<file path="src/rtl/fm_step4.sv">
// Final stage of the float multiply pipeline: normalize, round to nearest-even,
// saturate/flush, and pack {sign, exp, frac}. Two registered stages with valid/ready.
module fm_step4 #(
  parameter int unsigned EXP_W = 8,
  parameter int unsigned MAN_W = 10
) (
  input  logic                             CLK,
  input  logic                             RESET,
  input  logic                             in_valid,
  output logic                             in_ready,
  input  logic [2*(MAN_W+1)-1:0]           in_mul,
  input  logic [$clog2(2*(MAN_W+1))-1:0]   in_count,
  input  logic [EXP_W-1:0]                 in_ex,
  input  logic                             in_sign,
  output logic                             out_valid,
  input  logic                             out_ready,
  output logic [EXP_W+MAN_W:0]             out_word,
  output logic                             out_ovf,
  output logic                             out_unf
);

  localparam int unsigned ProdW = 2 * (MAN_W + 1);
  localparam int unsigned CntW  = $clog2(ProdW);
  localparam int unsigned EW    = EXP_W + 2;
  localparam int unsigned WordW = EXP_W + MAN_W + 1;

  // ---------------- Stage A: normalize ----------------
  // Only bits below the leading one are kept; the leading one is implicit.
  logic [ProdW-3:0] norm;
  logic             dropped;
  logic [EW-1:0]    e_in;

  always_comb begin
    norm    = '0;
    dropped = 1'b0;
    if (in_count >= CntW'(ProdW - 1)) begin
      norm    = (ProdW-2)'(in_mul >> 1);
      dropped = in_mul[0];
    end else begin
      norm = (ProdW-2)'(in_mul << (CntW'(ProdW - 2) - in_count));
    end
    e_in = EW'(in_ex) + EW'(in_count) - EW'(ProdW - 2);
  end

  logic             va_q, va_d;
  logic             a_zero_q, a_zero_d;
  logic             a_sign_q, a_sign_d;
  logic [MAN_W-1:0] a_frac_q, a_frac_d;
  logic             a_g_q, a_g_d;
  logic             a_s_q, a_s_d;
  logic [EW-1:0]    a_e_q, a_e_d;

  logic b_load, a_load;

  always_comb begin
    b_load   = !out_valid || out_ready;
    a_load   = !va_q || b_load;
    in_ready = a_load;
  end

  always_comb begin
    va_d     = va_q;
    a_zero_d = a_zero_q;
    a_sign_d = a_sign_q;
    a_frac_d = a_frac_q;
    a_g_d    = a_g_q;
    a_s_d    = a_s_q;
    a_e_d    = a_e_q;
    if (a_load) begin
      va_d = in_valid;
      if (in_valid) begin
        a_zero_d = (in_mul == '0);
        a_sign_d = in_sign;
        a_frac_d = norm[ProdW-3 -: MAN_W];
        a_g_d    = norm[ProdW-3-MAN_W];
        a_s_d    = (|norm[ProdW-4-MAN_W:0]) | dropped;
        a_e_d    = e_in;
      end
    end
  end

  // ---------------- Stage B: round and pack ----------------
  logic             rnd, carry;
  logic [MAN_W-1:0] frac_r;
  logic [EW-1:0]    e_r;
  logic             e_nonpos, e_sat;
  logic [WordW-1:0] word_b;
  logic             ovf_b, unf_b;

  always_comb begin
    rnd             = a_g_q & (a_s_q | a_frac_q[0]);
    // Carry out of the fraction means {1,frac}+1 reached 2.0: frac wraps to 0.
    {carry, frac_r} = {1'b0, a_frac_q} + (MAN_W+1)'(rnd);
    e_r             = a_e_q + EW'(carry);
    e_nonpos        = e_r[EW-1] || (e_r == '0);
    e_sat           = !e_r[EW-1] && (e_r >= EW'((1 << EXP_W) - 1));
    word_b          = '0;
    word_b[WordW-1] = a_sign_q;
    ovf_b           = 1'b0;
    unf_b           = 1'b0;
    if (a_zero_q) begin
      word_b[WordW-2:0] = '0;
    end else if (e_sat) begin
      word_b[WordW-2:MAN_W] = '1;
      ovf_b                 = 1'b1;
    end else if (e_nonpos) begin
      unf_b = 1'b1;
    end else begin
      word_b[WordW-2:0] = {e_r[EXP_W-1:0], frac_r};
    end
  end

  logic             vb_q, vb_d;
  logic [WordW-1:0] word_q, word_d;
  logic             ovf_q, ovf_d;
  logic             unf_q, unf_d;

  always_comb begin
    vb_d   = vb_q;
    word_d = word_q;
    ovf_d  = ovf_q;
    unf_d  = unf_q;
    if (b_load) begin
      vb_d = va_q;
      if (va_q) begin
        word_d = word_b;
        ovf_d  = ovf_b;
        unf_d  = unf_b;
      end
    end
  end

  always_ff @(posedge CLK) begin
    if (RESET) begin
      va_q     <= 1'b0;
      a_zero_q <= 1'b0;
      a_sign_q <= 1'b0;
      a_frac_q <= '0;
      a_g_q    <= 1'b0;
      a_s_q    <= 1'b0;
      a_e_q    <= '0;
      vb_q     <= 1'b0;
      word_q   <= '0;
      ovf_q    <= 1'b0;
      unf_q    <= 1'b0;
    end else begin
      va_q     <= va_d;
      a_zero_q <= a_zero_d;
      a_sign_q <= a_sign_d;
      a_frac_q <= a_frac_d;
      a_g_q    <= a_g_d;
      a_s_q    <= a_s_d;
      a_e_q    <= a_e_d;
      vb_q     <= vb_d;
      word_q   <= word_d;
      ovf_q    <= ovf_d;
      unf_q    <= unf_d;
    end
  end

  always_comb begin
    out_valid = vb_q;
    out_word  = word_q;
    out_ovf   = ovf_q;
    out_unf   = unf_q;
  end

endmodule

</file>
<file path="config.mk">
export PLATFORM = sky130hd
export DESIGN_NAME = fm_step4
export DESIGN_NICKNAME = d
export VERILOG_FILES = /design/src/rtl/fm_step4.sv
export SDC_FILE = /design/constraint.sdc
export NUM_CORES = 1
export LEC_CHECK = 0
export CAP_MARGIN = 20
export CORE_MARGIN = 2
export CORE_UTILIZATION = 37
export DETAILED_ROUTE_END_ITERATION = 10
export SLEW_MARGIN = 10
export SYNTH_ARGS = -nofsm -noshare
export SYNTH_HDL_FRONTEND = slang
export SYNTH_SLANG_ARGS = --single-unit
export TNS_END_PERCENT = 100
</file>
<file path="constraint.sdc">
create_clock -name CLK -period 3.1 [get_ports CLK]
set_input_delay 0.93 -clock CLK [delete_from_list [all_inputs] [get_ports CLK]]
set_output_delay 0.93 -clock CLK [all_outputs]
set_load 0.05 [all_outputs]
</file>
==> out/results.txt <==
Routed len/inst = 14.9 um
Post-Synthesis Cells = 413
IO buf count = 62
Sw Pwr = 594 uW
Total of max-cap violations = 0
Setup TNS = 0 ns
Final Util = 0.549
Post-synth ARST share = 0
NumNets Final = 591
Sequential power share = 0.374
Gr usage total = 0.187
Critical Path AT = 3.24 ns
Rel. slew slack = 0.657
Post-synth top area share = 0.262
Status = completed
Unique masters post-synth = 63
Worst path slowest cell = clkdlybuf4s50_1
Post-route ant nets = 0
First-pass GRT wire length = 15,700 um
Dominant register cell in the synthesized netlist = dfxtp_1
EDFF count, synth = 0
Critical path's top delay family = buffers and inverters
Sw Share = 0.321
RSZ-0062 raised after global routing = yes
Sequential area share after synthesis = 0.262
CTS sink count = 47
Initial Util = 0.386
Fmax = 0.328 GHz
Via density = 5.30
Synth area leader = dfxtp_1
Antenna violations before repair = 0
Mean area per synthesized cell = 8.71 um^2
Clock transition at path regs = 0.08 ns
Setup CP Type = in -> reg
Largest net degree at the start of global routing = 27
Die height = 103 um
Die Wd = 103 um
Crit path launch = in_count[0]
Most frequent cells in the layout = buf_4 (72), clkdlybuf4s50_1 (60), nand2_1 (50)
CTS Buf Count = 5
Commonest non-fill, non-tap cell in the layout = buf_4
Syn Nets = 474
Cell breakdown of the critical path = clkdlybuf4s50_1, inv_1, ha_1, buf_12, mux4_2, mux2i_2, nor3_1, or3_1, a32o_1
Vias in the first global route = 3,290
Die area = 10,500 um^2
Pleak = 2.08 nW
Final WL = 9810 um
Initial DRC count = 173
Clock power frac = 0.248
Clock buffer depth = 2
Fin Clk Skew = 0.00478 ns
IR drop worst, VDD = 0.000241 V
Comb pwr share = 0.378
CP Max Fanout = 18
Pwr dens = 362 nW/um^2
Synthesis Warnings = 0
Final setup vio count = 0
TritonCTS clock tree = yes
Hold Fails Final Rpt = 0
Flop-to-flop setup slack = 0.06 ns
Detailed Place HPWL = 7480 um
P_int = 1.26 mW
Final min period = 3.05 ns
Placer's final routability congestion estimate = 0.863
Startpoint types = input port
Core area = 9330 um^2
I/O Pins = 63
Max Slew Vio Count = 0
First-pass DRT Iterations = 5
CP max stage delay = 0.53 ns
Hold_sp = out_word[15]
Worst Hold Class = reg -> reg
Area growth from synthesis to final layout = 42.4%
Crit path capture type = flip-flop
CP bufs+invs = 3
Root Driver = clkbuf_8
Layout cells sized above 1 = 0.284
Htree depth = 2
Overall power = 1.85 mW
R2r startpoint = a_frac_q[0]
Grt total ovfl = 0
Hold buffer count at cts = 0
Ant diodes = 0
Worst Path Required = 3.30 ns
Num rows = 35
Worst slew pin tran = 0.513 ns
Leading post-synthesis cells by cell area = dfxtp_1 (26%), mux4_2 (10%), ha_1 (7.0%)
WHS = 0.437 ns
Seq cells post-synth = 47
Vias = 3,500
Tcrit/Tclk final = 0.982
DRC Markers = 0
Clk Latency, worst-skew pair = 0.30 ns
Synth Cell Area = 3600 um^2
## worst reg2reg max path, delay by kind of cell, from the launching register on
family	cells	cell delay (ns)
AOI/OAI and AO/OA	4	0.79
buffers and inverters	1	0.14
adders and majority gates	4	0.75
DFF	1	0.33
and+or+nand+nor	5	0.92
## kinds of logic after synthesis
logic type,synth area share
and+or+nand+nor,0.198
xor gates and xnor gates,0.0658
buffers and inverters,0.0713
AOI/OAI and AO/OA,0.187
DFF,0.262
muxes,0.141
adders and majority gates,0.0752
## cells in the mapped netlist (2+ instances only)
| library cell | n |
|---|---|
| nand2_1 | 50 |
| dfxtp_1 | 47 |
| nor2_1 | 26 |
| inv_1 | 23 |
| a21oi_1 | 22 |
| ha_1 | 20 |
| nor3_1 | 17 |
| mux4_2 | 16 |
| xnor2_1 | 16 |
| o21ai_0 | 15 |
| clkbuf_1 | 12 |
| mux2i_1 | 12 |
| nand3_1 | 12 |
| xor2_1 | 11 |
| o21ai_1 | 10 |
| a211oi_1 | 9 |
| nor4_1 | 8 |
| a221oi_1 | 7 |
| a221o_2 | 6 |
| nand4_1 | 5 |
| buf_2 | 4 |
| nor2b_1 | 4 |
| and3_1 | 3 |
| buf_4 | 3 |
| buf_6 | 3 |
| clkbuf_8 | 3 |
| a211o_1 | 2 |
| a21o_1 | 2 |
| a21o_2 | 2 |
| a31oi_1 | 2 |
| a32o_1 | 2 |
| buf_1 | 2 |
| nand2b_1 | 2 |
| nand3b_1 | 2 |
| o221ai_1 | 2 |
| o22ai_1 | 2 |
| o41ai_1 | 2 |
| or3_1 | 2 |
## worst paths after layout
path                   to  depth (start not counted)
min reg2reg  out_word[15]                          2
min          out_word[15]                          2
max           a_frac_q[8]                          9
max reg2reg   out_word[2]                         14
## flip-flops by register name, indices dropped and copies added, names as in the netlist
name       cells
va_q           1
out_valid      1
a_frac_q      10
a_sign_q       1
out_unf        1
out_word      19
a_g_q          1
a_s_q          1
out_ovf        1
a_e_q         10
a_zero_q       1
## layout make-up
type,count,area [um^2]
clock buffers,6,82.6
clock inverters,2,35.0
fillers,845,4210
inverters,23,86.3
multi-input cells,317,2620
flip-flops and latches,47,945
well taps,129,161
repair buffers,136,1200
## power groups by stage
| stage | sequential [mW] | clock, mW | combinational, mW |
|---|---|---|---|
| after CTS | 0.688 | 0.470 | 0.668 |
| after global routing | 0.699 | 0.493 | 0.761 |
| after detailed placement | 0.700 | 0 | 0.649 |
| final | 0.692 | 0.460 | 0.700 |
| after floorplan | 0.729 | 0 | 0.372 |
| after global placement | 0.699 | 0 | 0.646 |
## metal layers
metal | up-vias | track usage | part of all wire
li1 | 1766 | - | -
met1 | 1631 | 0.256 | 0.46
met2 | 96 | 0.322 | 0.49
met3 | 7 | 0.0169 | 0.039
met4 | 0 | 0.0359 | 0.011
met5 | - | 0 | 0
## stage by stage
stage	cell area, um^2	setup WS, ns	cells
2_1_floorplan	3610	0.0221	413
3_3_place_gp	4720	-0.255	643
3_5_place_dp	4720	-0.309	643
4_1_cts	4940	0.00343	654
5_1_grt	5120	-0.0493	660
6_report	5120	0.0546	660
## repair_timing
item / 4_1_cts / 5_1_grt
gates resized for setup: 14 / 29
endpoints found under the setup margin: 19 / 28
pin swaps: 3 / 16
hold endpoints to repair: 0 / 0
setup buffers: 2 / 6
cloned: 1 / 0
(Power assumes the default switching activity.)
